**src/rtl/mode_counter.sv**
```systemverilog
// mode_counter: programmable-terminal counter with four counting modes,
// synchronous load, registered terminal pulse and terminal-event counter.
module mode_counter #(
  parameter int WIDTH = 4,
  parameter int EVT_W = 8
) (
  input  logic             clk,
  input  logic             rst_n,
  input  logic             en,
  input  logic             load,
  input  logic [WIDTH-1:0] load_val,
  input  logic [WIDTH-1:0] max_val,
  input  logic [1:0]       mode,
  output logic [WIDTH-1:0] out,
  output logic             dir,
  output logic             tc,
  output logic [EVT_W-1:0] evt_cnt
);

  typedef enum logic [1:0] {
    M_UP_WRAP = 2'b00,
    M_DN_WRAP = 2'b01,
    M_UP_SAT  = 2'b10,
    M_PING    = 2'b11
  } mode_e;

  localparam logic [WIDTH-1:0] ONE  = WIDTH'(1);
  localparam logic [WIDTH-1:0] ZERO = '0;

  logic [WIDTH-1:0] out_q, out_d;
  logic             dir_q, dir_d;
  logic             tc_q;
  logic [EVT_W-1:0] evt_q;
  logic             term_d;
  logic [WIDTH-1:0] ld_val;
  mode_e            mode_s;

  assign mode_s = mode_e'(mode);

  // Loads are clamped into the legal range 0..max_val.
  assign ld_val = (load_val > max_val) ? max_val : load_val;

  // Next-step value, direction and terminal flag for an enabled cycle.
  always_comb begin
    out_d  = out_q;
    dir_d  = dir_q;
    term_d = 1'b0;
    unique case (mode_s)
      M_UP_WRAP: begin
        dir_d = 1'b0;
        if (out_q >= max_val) begin
          out_d  = ZERO;
          term_d = 1'b1;
        end else begin
          out_d = out_q + ONE;
        end
      end
      M_DN_WRAP: begin
        dir_d = 1'b1;
        if (out_q == ZERO || out_q > max_val) begin
          out_d  = max_val;
          term_d = 1'b1;
        end else begin
          out_d = out_q - ONE;
        end
      end
      M_UP_SAT: begin
        dir_d = 1'b0;
        if (out_q >= max_val) begin
          out_d  = max_val;
          term_d = 1'b1;
        end else begin
          out_d = out_q + ONE;
        end
      end
      M_PING: begin
        // Ordering matters: an out-of-range value and the degenerate
        // max_val==0 case must be caught before the max_val-1 turn.
        if (out_q > max_val) begin
          out_d  = max_val;
          dir_d  = 1'b1;
          term_d = 1'b1;
        end else if (max_val == ZERO) begin
          out_d  = ZERO;
          dir_d  = ~dir_q;
          term_d = 1'b1;
        end else if (!dir_q && out_q == max_val) begin
          out_d  = max_val - ONE;
          dir_d  = 1'b1;
          term_d = 1'b1;
        end else if (dir_q && out_q == ZERO) begin
          out_d  = ONE;
          dir_d  = 1'b0;
          term_d = 1'b1;
        end else if (dir_q) begin
          out_d = out_q - ONE;
        end else begin
          out_d = out_q + ONE;
        end
      end
      default: begin
        out_d  = out_q;
        dir_d  = dir_q;
        term_d = 1'b0;
      end
    endcase
  end

  // State update: reset beats load, load beats enable, otherwise hold.
  always_ff @(posedge clk) begin
    if (!rst_n) begin
      out_q <= '0;
      dir_q <= 1'b0;
      tc_q  <= 1'b0;
      evt_q <= '0;
    end else if (load) begin
      out_q <= ld_val;
      dir_q <= 1'b0;
      tc_q  <= 1'b0;
    end else if (en) begin
      out_q <= out_d;
      dir_q <= dir_d;
      tc_q  <= term_d;
      if (term_d) begin
        evt_q <= evt_q + EVT_W'(1);
      end
    end else begin
      tc_q <= 1'b0;
    end
  end

  assign out     = out_q;
  assign dir     = dir_q;
  assign tc      = tc_q;
  assign evt_cnt = evt_q;

endmodule
```
**config.mk**
```make
export PLATFORM = sky130hd
export DESIGN_NAME = mode_counter
export DESIGN_NICKNAME = d
export VERILOG_FILES = /design/src/rtl/mode_counter.sv
export SDC_FILE = /design/constraint.sdc
export NUM_CORES = 1
export LEC_CHECK = 0
export ABC_AREA = 1
export BUFFER_PORTS_ARGS = -buffer_cell sky130_fd_sc_hd__buf_2
export CAP_MARGIN = 0
export CORE_UTILIZATION = 40
export CTS_CLUSTER_DIAMETER = 200
export DETAILED_ROUTE_END_ITERATION = 16
export PLACE_DENSITY = 0.66
export SLEW_MARGIN = 20
export SYNTH_ARGS = -nofsm -noshare
export SYNTH_HDL_FRONTEND = slang
export SYNTH_SLANG_ARGS = --single-unit
```
**constraint.sdc**
```tcl
create_clock -name clk -period 2.7 [get_ports clk]
set_input_delay 0.405 -clock clk [delete_from_list [all_inputs] [get_ports clk]]
set_output_delay 0.405 -clock clk [all_outputs]
set_load 0.01 [all_outputs]
```
=== After elaboration in Yosys (flattened, before gate mapping) ===
Cells that the tools add are included.

* Flip-flop bits (word level): 14
* Input port bits: 14
* Output and inout port bits: 14
* Word-level logic and storage cells: 57

* Add/sub/neg operators: 4
* Order comparisons: 3
* Equal/unequal tests: 5
* Multiplexer cells: 24
* Bitwise logic cells: 4
* Reduce and logical (&&, ||, !) cells: 13

{| class="wikitable"
|+ Operators with widths
! kind !! number
|-
| 4-bit two-way mux || 11
|-
| 4-bit case mux with 4 select lines || 1
|-
| 1-bit two-way mux || 10
|-
| 8-bit by 1-bit adder with 8-bit output, second input constant || 1
|-
| 4-bit > comparator || 2
|-
| 4-bit zero test || 2
|-
| 4-bit by 1-bit subtractor with 4-bit output, second input constant || 2
|-
| 1-bit case mux with 3 select lines || 2
|-
| 5-bit != test, second input constant || 1
|-
| 4-bit by 1-bit adder with 4-bit output, second input constant || 1
|-
| 2-bit == test, second input constant || 2
|-
| 4-bit == test || 1
|-
| 4-bit >= comparator || 1
|-
| 1-bit NOT || 4
|-
| 2-bit OR reduction || 2
|-
| 3-bit AND reduction || 1
|-
| 3-bit OR reduction || 1
|-
| 2-bit by 1-bit == test with 1-bit output, second input constant || 1
|-
| 1-bit logical AND || 2
|-
| 2-bit zero test || 1
|-
| 2-bit AND reduction || 1
|-
| 2-bit nonzero test || 1
|-
| 1-bit zero test || 1
|-
| 1-bit logical OR || 1
|}

=== Logic depth before layout (Yosys ltp) ===
Gate-level depths: netlist of the first run.

* Word-level depth: 9
* Gate-level depth with buffers: 17

=== Worst setup path after synthesis of the first run ===
OpenSTA, ideal clock, no wires.

* Kind: register to register
* Start: register out_q[0], in the netlist out[0]
* End: register evt_q[1], in the netlist evt_cnt[1]
* Setup time: 116 ps
* Data arrival time: 1828 ps
* Path slack: 756 ps
* Cell stages (with the launch flop): 16
* Buffers on the path: 0
* Clock period less this slack: 1944 ps
* Cell sequence: dfxtp_1 -> inv_1 -> ha_1 -> nand2_1 -> nor2_4 -> inv_2 -> nand2_4 -> nand2_2 -> inv_2 -> nand2_2 -> nand2_2 -> nand3_4 -> nand2_4 -> inv_2 -> nor2_1 -> nor2_1

* Longest elaborated chain between the ends: 8
* Elaborated cells on any way between the ends: 15
* Those cells by class: order compare: 2; eq/ne: 1; mux: 7; reduce/logical: 5

{| class="wikitable"
|+ RTL lines
! element !! line !! source
|-
| start: declaration || 30 || <nowiki>logic [WIDTH-1:0] out_q, out_d;</nowiki>
|-
| start signal: assignment || 117 || <nowiki>out_q <= ld_val;</nowiki>
|-
| start signal: assignment || 121 || <nowiki>out_q <= out_d;</nowiki>
|-
| 4-bit zero test || 60, 91 ||
|-
| 1-bit logical AND || 91 || <nowiki>end else if (dir_q && out_q == ZERO) begin</nowiki>
|-
| 1-bit two-way mux || 91 ||
|-
| 1-bit two-way mux || 87 || <nowiki>end else if (!dir_q && out_q == max_val) begin</nowiki>
|-
| 1-bit two-way mux || 83 || <nowiki>end else if (max_val == ZERO) begin</nowiki>
|-
| 1-bit two-way mux || 79 || <nowiki>if (out_q > max_val) begin</nowiki>
|-
| 1-bit case mux with 3 select lines * || 48 || <nowiki>unique case (mode_s)</nowiki>
|-
| 3-bit AND reduction (no source line) * || -- ||
|-
| end signal: assignment || 125 || <nowiki>evt_q <= evt_q + EVT_W'(1);</nowiki>
|-
| end: declaration || 33 || <nowiki>logic [EVT_W-1:0] evt_q;</nowiki>
|}

Mark *: on every way between the ends. The rest lies on a longest branch, timed or not.
A chain may end at the register's enable or synchronous reset.

=== Worst setup path in the final report of the first run ===
Ends and elaborated chain as after synthesis.

==> impl_metrics.yaml, run 1 <==
yosys:
  synth-compound-area-share_pct: 16.26
  muxShareOfSynthArea_pct: 0
  netlist_instances: 244
  synth-simple-area-share_pct: 39.03
  synth_top_family_by_area: "simple AND/OR/NAND/NOR gates"
  synth_top_area_cell: "dfxtp_1"
  syn_nets: 271
  ys_seq_area_share_pct: 18.68
  avgSynthCellArea_um2: 6.148
  ys_ff_latch: 14
  synth_area_leaders: "dfxtp_1 19%, nand2_1 16%, ha_1 11%"
  synth.yosys.warnings: 0
  synth_top_area_share_pct: 18.68
  synth_area_mm2: 0.001500
  synth_common_cells: "63 x nand2_1, 29 x inv_1, 23 x nand3_1, 21 x a21oi_1"
  synth_xor_area_share_pct: 5.254
  synth-main-ff-cell: "dfxtp_1"
  synth-edff-count: 0
  ys_async_sr_fraction_pct: 0
  synth_most_common_cell: "nand2_1"
  synthAdderAreaFrac_pct: 10.84
  netlist-cell-type-count: 26
floorplan:
  rows: 21
  die_w_um: 63.24
  die_area_mm2: 0.003999
  fp.coreArea_mm2: 0.003468
  num_io_pins: 28
  initial_utilization_pct: 43.25
  die_y_um: 63.24
critical_path:
  cp.arrival_ps: 2290
  crit_path_end_kind: "flop"
  crit_fanout: 9
  critPathMaxStageDelay_ps: 430
  start_kind: "flop"
  cp_slowest_cell: "dfxtp_1"
  required_ps: 2840
  path_cells: "inv_1 > ha_1 > nand2_1 > nor2_4 > inv_2 > nand2_4 > nand2_2 > inv_2 > nand2_2 > nand2_2 > nand3_4 > nand2_4 > inv_2 > nor2_1 > nor2_1"
  worstSetupPathType: "flop to flop"
routing:
  dr.pass1.iters: 4
  drc_errors: 0
  wire_per_inst_um: 12.13
  drt-initial-drc-count: 157
  ant_nets: 0
  vias: 1638
  viasPerCell: 5.135
  wirelength_mm: 3.868
power_and_ir_drop:
  switchingPower_w: 0.0002901
  leakage_nw: 0.8798
  powerDensity_mw_per_mm2: 415.0
  seqPwrFrac_pct: 32.1
  power_frac_comb_pct: 44.4
  p_int_w: 0.0004285
  clockPowerShare_pct: 23.4
  irDropWorstVdd_uv: 264.2
  p_sw_share_pct: 40.37
timing:
  max_slew_margin_pct: 69.08
  finalSetupTns_ps: 0
  fin_skew_ps: 1.794
  fmax_mhz: 463.9
  post-route-period-util_pct: 79.84
  drv_slew: 0
  hold_viol: 0
  rsz0062_at_grt: "no"
  max_slew.worst_pin.slew_ps: 460.7
  min_period_ps: 2156
  setup_viol: 0
clocking:
  clk_latency_ps: 240
  cts_resized: 0
  clock_path_buffers: 2
  root_buffer: "clkbuf_8"
  clk_pin_slew_ps: 60
  cts_tree: "done"
  numCtsBuffers: 3
  cts_setup_buffers: 0
  cts_sinks: 14
  cts_max_level: 1
  holdBufCountCts: 0
run_status:
  status: "finished clean"
place:
  port_buffers: 27
  dp_hpwl_mm: 3.144
  routabilityCongestion: 0.9652
finish:
  fillers: 386
  fin_nets: 302
  multi_input_comb_area_mm2: 0.001071
  drive_gt1_share_pct: 18.68
  syn_to_final_growth_pct: 15.43
  antennaDiodeCount: 0
  regArea_um2: 280.3
  final_util_pct: 49.93
grt:
  grt_pass1_vias: 1425
  grt-ovfl-total: 0
  antenna_found_initial: 0
  grt.total_usage_pct: 20.90
  grt_max_degree: 12
  grt_pass1_wl_mm: 6.630
min_path:
  hold_class: "input pin to flop"
flow_run:
  drv_cap: 0
-- critical path, delay by kind of cell (launching register included) --
family / cells / cell delay, ps
buffers and inverters: 4 / 400
adder cells (fa/ha/maj): 1 / 310
flip-flops: 1 / 430
AND/OR/NAND/NOR: 10 / 900
-- placed cells by master (no fill, tap or decap), types with 7 or more instances in the layout --
cell,count
a21oi_1,21
buf_2,27
dfxtp_1,14
ha_1,13
inv_1,29
nand2_1,63
nand2_2,7
nand3_1,23
nor2_1,18
o21ai_0,18
-- cell type report --
class	instances	area share, %
clock buffer	3	2.384
inverter	33	7.153
multi-input combinational	193	61.85
sequential	14	16.18
tap	46	3.324
timing repair buffer	30	9.104
-- sequential cells by signal, indices dropped and copies added (netlist names) --
register,flops
evt_cnt,8
out,4
dir,1
tc,1
-- final timing paths --
check | from | end | slack [ps] | depth (start not counted)
setup / recovery | out[0] | evt_cnt[1] | 540 | 15
hold / removal | rst_n | tc | 400 | 3
setup reg to reg | out[0] | evt_cnt[1] | 540 | 15
hold reg to reg | evt_cnt[6] | evt_cnt[6] | 490 | 2
-- layer usage --
| metal | part of all wire [%] | vias to the layer above | GRT usage (%) | wire length [um] |
|---|---|---|---|---|
| met3 | 4.2 | 11 | 2.536 | 164 |
| met4 | 3.6 | 0 | 10.23 | 141 |
| li1 | - | 860 | - | - |
| met2 | 47 | 43 | 34.41 | 1802 |
| met5 | 0 | - | 0 | 0 |
| met1 | 46 | 724 | 26.75 | 1760 |
-- stage by stage --
stage               instance area [um2]  instances  setup slack, ps  total power [W]  hold WS, ps
floorplan                          1500        244            756.1        0.0004712        502.6
global placement                   1690        316            424.6        0.0005534        486.5
detailed placement                 1690        316            429.6        0.0005509        484.3
CTS                                1732        319            562.7        0.0007233        387.9
global route                       1732        319            337.8        0.0007844        398.6
finish                             1732        319            544.4        0.0007186        396.7
-- cells by family after synthesis --
logic type	Yosys count
and+or+nand+nor	125
AOI/OAI and AO/OA	46
buffers and inverters	37
DFF	14
adders and majority gates	13
xor gates and xnor gates	9
-- power by group through the flow --
stage	combinational (W)	sequential, W	clock, W
floorplan	0.000233	0.000238	0
global placement	0.000319	0.000235	0
detailed placement	0.000316	0.000235	0
CTS	0.000318	0.000231	0.000175
global route	0.000364	0.000232	0.000188
finish	0.000319	0.000231	0.000168
Note: power is estimated with default switching activity, not from simulation.
==> inputs of run 2 (changes only) <==
--- a/config.mk
+++ b/config.mk
@@ -11,7 +11,7 @@
 export CORE_UTILIZATION = 40
 export CTS_CLUSTER_DIAMETER = 200
 export DETAILED_ROUTE_END_ITERATION = 16
-export PLACE_DENSITY = 0.66
+export PLACE_DENSITY = 0.68
 export SLEW_MARGIN = 20
 export SYNTH_ARGS = -nofsm -noshare
 export SYNTH_HDL_FRONTEND = slang
==> constraint.sdc (replaced) <==
create_clock -name clk -period 1.9 [get_ports clk]
set_input_delay 0.285 -clock clk [delete_from_list [all_inputs] [get_ports clk]]
set_output_delay 0.285 -clock clk [all_outputs]
set_load 0.01 [all_outputs]
==> run 2 against run 1 <==
Clock power is 46% higher. Power rose by 58%. Register-to-register slack worse by 450 ps. Clock-buffer cell count unchanged. Global-route usage increased by 1.6 points. Cell area grew 14%. Sequential power rose by 42%. Sequential share of layout area down 1.8 points.
==> impl_metrics.yaml, run 2 (synthesis results as in run 1) <==
timing:
  min_period_ps: 1806
  fin_skew_ps: 0.9726
  max_slew.worst_pin.slew_ps: 491.8
  post-route-period-util_pct: 95.03
  setup_viol: 0
  fmax_mhz: 553.9
  hold_viol: 0
  rsz0062_at_grt: "yes"
  max_slew_margin_pct: 67.18
  finalSetupTns_ps: 0
  drv_slew: 0
power_and_ir_drop:
  switchingPower_w: 0.0004516
  leakage_nw: 0.9971
  p_sw_share_pct: 39.85
  p_int_w: 0.0006817
  power_frac_comb_pct: 49.5
  clockPowerShare_pct: 21.6
  irDropWorstVdd_uv: 418.2
  seqPwrFrac_pct: 29.0
  powerDensity_mw_per_mm2: 574.4
clocking:
  cts_setup_buffers: 0
  cts_sinks: 14
  clk_pin_slew_ps: 60
  clk_latency_ps: 240
  clock_path_buffers: 2
  root_buffer: "clkbuf_8"
  cts_tree: "done"
  numCtsBuffers: 3
  cts_max_level: 1
grt:
  grt_pass1_vias: 1570
  antenna_found_initial: 0
  grt-ovfl-total: 0
  grt_pass1_wl_mm: 7.196
  grt.total_usage_pct: 22.47
  grt_max_degree: 12
routing:
  viasPerCell: 5.135
  dr.pass1.iters: 5
  wire_per_inst_um: 12.50
  drc_errors: 0
  vias: 1756
  wirelength_mm: 4.274
  ant_nets: 0
  drt-initial-drc-count: 133
place:
  routabilityCongestion: 0.9684
  port_buffers: 27
  dp_hpwl_mm: 3.473
floorplan:
  die_w_um: 63.24
  die_area_mm2: 0.003999
  initial_utilization_pct: 43.25
  num_io_pins: 28
  die_y_um: 63.24
  fp.coreArea_mm2: 0.003468
  rows: 21
critical_path:
  crit_path_end_kind: "flop"
  crit_fanout: 8
  required_ps: 2070
  path_cells: "inv_1 > buf_4 > ha_1 > nand3_4 > nand2_2 > o21ai_0 > buf_4 > nand2_2 > nand2_2 > nand3_4 > nand2_4 > nand2_1 > a21oi_2"
  cp.arrival_ps: 1980
  start_kind: "flop"
  critPathMaxStageDelay_ps: 330
  worstSetupPathType: "flop to flop"
  cp_slowest_cell: "dfxtp_2"
  path_delay_family: "simple AND/OR/NAND/NOR gates"
  cpMostUsedCell: "nand2_2"
  critPathBufInv: 3
finish:
  fillers: 353
  final_cell_mix: "60 x nand2_1, 29 x inv_1, 27 x buf_2, 25 x buf_4, 22 x nand3_1"
  syn_to_final_growth_pct: 31.53
  antennaDiodeCount: 0
  layout_commonest_cell: "nand2_1"
  drive_gt1_share_pct: 30.07
  final_util_pct: 56.89
  largest_register_ffs: 8
  fin_nets: 325
flow_run:
  drv_cap: 0
run_status:
  status: "finished clean"
min_path:
  hold_class: "input pin to flop"
## run 2: final cells by class
cell class | count | area, um2 | share of cell area, %
Multi-Input combinational cell | 194 | 1144 | 57.96
Timing Repair Buffer | 52 | 322.8 | 16.36
Inverter | 33 | 123.9 | 6.278
Sequential cell | 14 | 284.0 | 14.39
Tap cell | 46 | 57.56 | 2.917
Clock buffer | 3 | 41.29 | 2.093
## run 2: path summary, 6_finish.rpt
kind                                 start         end  slack, ps  cells after the start
worst min-delay path                 rst_n          tc        270                      3
worst min register to register  evt_cnt[6]  evt_cnt[6]        490                      2
worst max register to register      out[0]  evt_cnt[2]         90                     13
worst max-delay path                out[0]  evt_cnt[2]         90                     13
## run 2: worst register-to-register path, stage by stage, from the launching register on
cell,delay [ps]
dfxtp_2,330
inv_1,50
buf_4,150
ha_1,230
nand3_4,90
nand2_2,60
o21ai_0,100
buf_4,160
nand2_2,60
nand2_2,70
nand3_4,120
nand2_4,110
nand2_1,70
a21oi_2,140
## run 2: power by group through the flow
| stage | clock [W] | sequential, W | combinational [W] |
|---|---|---|---|
| final | 0.000245 | 0.000328 | 0.000560 |
| after global routing | 0.000259 | 0.000329 | 0.000624 |
| after CTS | 0.000244 | 0.000325 | 0.000527 |
| after detailed placement | 0 | 0.000331 | 0.000524 |
| after global placement | 0 | 0.000332 | 0.000523 |
| after floorplan | 0 | 0.000338 | 0.000332 |
## run 2: routing by layer
metal | track usage (%) | wire [um]
met5 | 0 | 0
met3 | 1.993 | 230
met2 | 38.04 | 1995
met1 | 30.27 | 2005
met4 | 5.966 | 43
## run 2: stage by stage
step	setup slack [ps]	hold WS [ps]	total power, W	cells	cell area [um2]
finish	94.50	267.6	0.001133	342	1973
global route	-17.40	325.3	0.001212	342	1973
CTS	1.759	268.1	0.001096	341	1898
detailed placement	-96.79	482.5	0.0008554	338	1857
global placement	-83.56	485.0	0.0008546	338	1857
floorplan	57.51	382.6	0.0006702	244	1501
## run 2: what timing repair did
action                                  CTS  global route
resized for setup                         0            17
hold endpoints to repair                  0             0
hold buffers                              0             0
endpoints found under the setup margin    0            14
==> inputs of run 3 (changes only) <==
--- a/config.mk
+++ b/config.mk
@@ -11,7 +11,7 @@
 export CORE_UTILIZATION = 40
 export CTS_CLUSTER_DIAMETER = 200
 export DETAILED_ROUTE_END_ITERATION = 16
-export PLACE_DENSITY = 0.68
+export PLACE_DENSITY = 0.66
 export SLEW_MARGIN = 20
 export SYNTH_ARGS = -nofsm -noshare
 export SYNTH_HDL_FRONTEND = slang
==> constraint.sdc (replaced) <==
create_clock -name clk -period 2.25 [get_ports clk]
set_input_delay 0.3375 -clock clk [delete_from_list [all_inputs] [get_ports clk]]
set_output_delay 0.3375 -clock clk [all_outputs]
set_load 0.01 [all_outputs]
==> run 3 against run 2 <==
Via count decreased by 7.1%. Non-clock buffer count shrank 18. Utilization fell by 6.1 points. Combinational power down 29%. Largest power group unchanged. Setup slack improved by 120 ps. Flip-flop and latch count is the same. Register-to-register slack improved by 120 ps.
==> impl_metrics.yaml, run 3 (synthesis results as in run 1) <==
run_status:
  status: "finished clean"
clocking:
  holdBufCountCts: 0
  cts_max_level: 1
  numCtsBuffers: 3
  cts_tree: "done"
  cts_resized: 0
  clk_latency_ps: 240
  clk_pin_slew_ps: 60
  root_buffer: "clkbuf_8"
  clock_path_buffers: 2
  cts_sinks: 14
  cts_setup_buffers: 0
critical_path:
  crit_fanout: 9
  path_cells: "ha_1 > nand2_1 > nor2_4 > o21ai_0 > nand2_2 > nand2_2 > nand3_4 > nand2_4 > inv_2 > nor2_1 > nor2_1"
  crit_path_end_kind: "flop"
  required_ps: 2390
  start_kind: "flop"
  path_delay_family: "simple AND/OR/NAND/NOR gates"
  critPathBufInv: 1
  cp_slowest_cell: "dfxtp_1"
  worstSetupPathType: "flop to flop"
  cp.arrival_ps: 2170
  critPathMaxStageDelay_ps: 470
grt:
  grt.total_usage_pct: 20.80
  grt_max_degree: 12
  grt_pass1_wl_mm: 6.762
  antenna_found_initial: 0
  grt-ovfl-total: 0
  grt_pass1_vias: 1516
routing:
  ant_nets: 0
  wirelength_mm: 3.950
  wire_per_inst_um: 12.23
  drt-initial-drc-count: 87
  drc_errors: 0
  vias: 1631
  dr.pass1.iters: 4
  viasPerCell: 5.050
finish:
  drive_gt1_share_pct: 19.86
  fillers: 380
  final_cell_mix: "63 x nand2_1, 29 x inv_1, 27 x buf_2, 23 x nand3_1, 21 x a21oi_1"
  fin_nets: 306
  regArea_um2: 280.3
  syn_to_final_growth_pct: 17.43
  multi_input_comb_area_mm2: 0.001071
  antennaDiodeCount: 0
  layout_commonest_cell: "nand2_1"
  largest_register_ffs: 8
  final_util_pct: 50.79
floorplan:
  die_y_um: 63.24
  rows: 21
  fp.coreArea_mm2: 0.003468
  num_io_pins: 28
  die_area_mm2: 0.003999
  die_w_um: 63.24
  initial_utilization_pct: 43.25
place:
  port_buffers: 27
  dp_hpwl_mm: 3.213
  routabilityCongestion: 0.9875
timing:
  setup_viol: 0
  fmax_mhz: 491.2
  finalSetupTns_ps: 0
  max_slew.worst_pin.slew_ps: 453.9
  hold_viol: 0
  min_period_ps: 2036
  drv_slew: 0
  fin_skew_ps: 3.813
  post-route-period-util_pct: 90.48
  rsz0062_at_grt: "no"
  whs_ps: 323.6
  max_slew_margin_pct: 69.54
flow_run:
  drv_cap: 0
power_and_ir_drop:
  irDropWorstVdd_uv: 356.4
  power_w: 0.0008753
  powerDensity_mw_per_mm2: 496.9
  leakage_nw: 0.8995
min_path:
  hold_class: "input pin to flop"
run 3: worst paths after layout:
path,from,endpoint,slack [ps],depth (start not counted)
max reg2reg,out[1],evt_cnt[0],210,11
min reg2reg,evt_cnt[7],evt_cnt[7],490,2
max,out[1],evt_cnt[0],210,11
min,rst_n,tc,320,3
run 3: area by class of cell:
class,instances,share of cell area [%]
inverter,33,7.031
clock buffer,3,2.344
tap,46,3.267
timing repair buffer,34,10.65
multi-input combinational,193,60.80
sequential,14,15.91
run 3: where the power goes:
part | switching, W | total [W] | internal [W]
clock | 0.0000850 | 0.000203 | 0.000118
sequential | 0.0000146 | 0.000275 | 0.000260
combinational | 0.000254 | 0.000397 | 0.000143
run 3: tightest hold or removal path, cell delays in order:
cell,delay (ps)
buf_2,110
nand2_1,50
inv_1,40
run 3: metrics by stage:
| step | instance area (um2) | setup slack [ps] | cells |
|---|---|---|---|
| floorplan | 1500 | 306.1 | 244 |
| global placement | 1720 | 147.9 | 320 |
| detailed placement | 1720 | 155.4 | 320 |
| CTS | 1762 | 233.6 | 323 |
| global route | 1762 | 7.286 | 323 |
| finish | 1762 | 214.2 | 323 |
run 3: routing by layer:
layer  up-vias  GRT usage [%]  share of wire, %
li1        870              -                 -
met1       705          26.12                46
met2        48          36.83                48
met3         8          2.174               3.8
met4         0          6.534               1.6
met5         -              0                 0
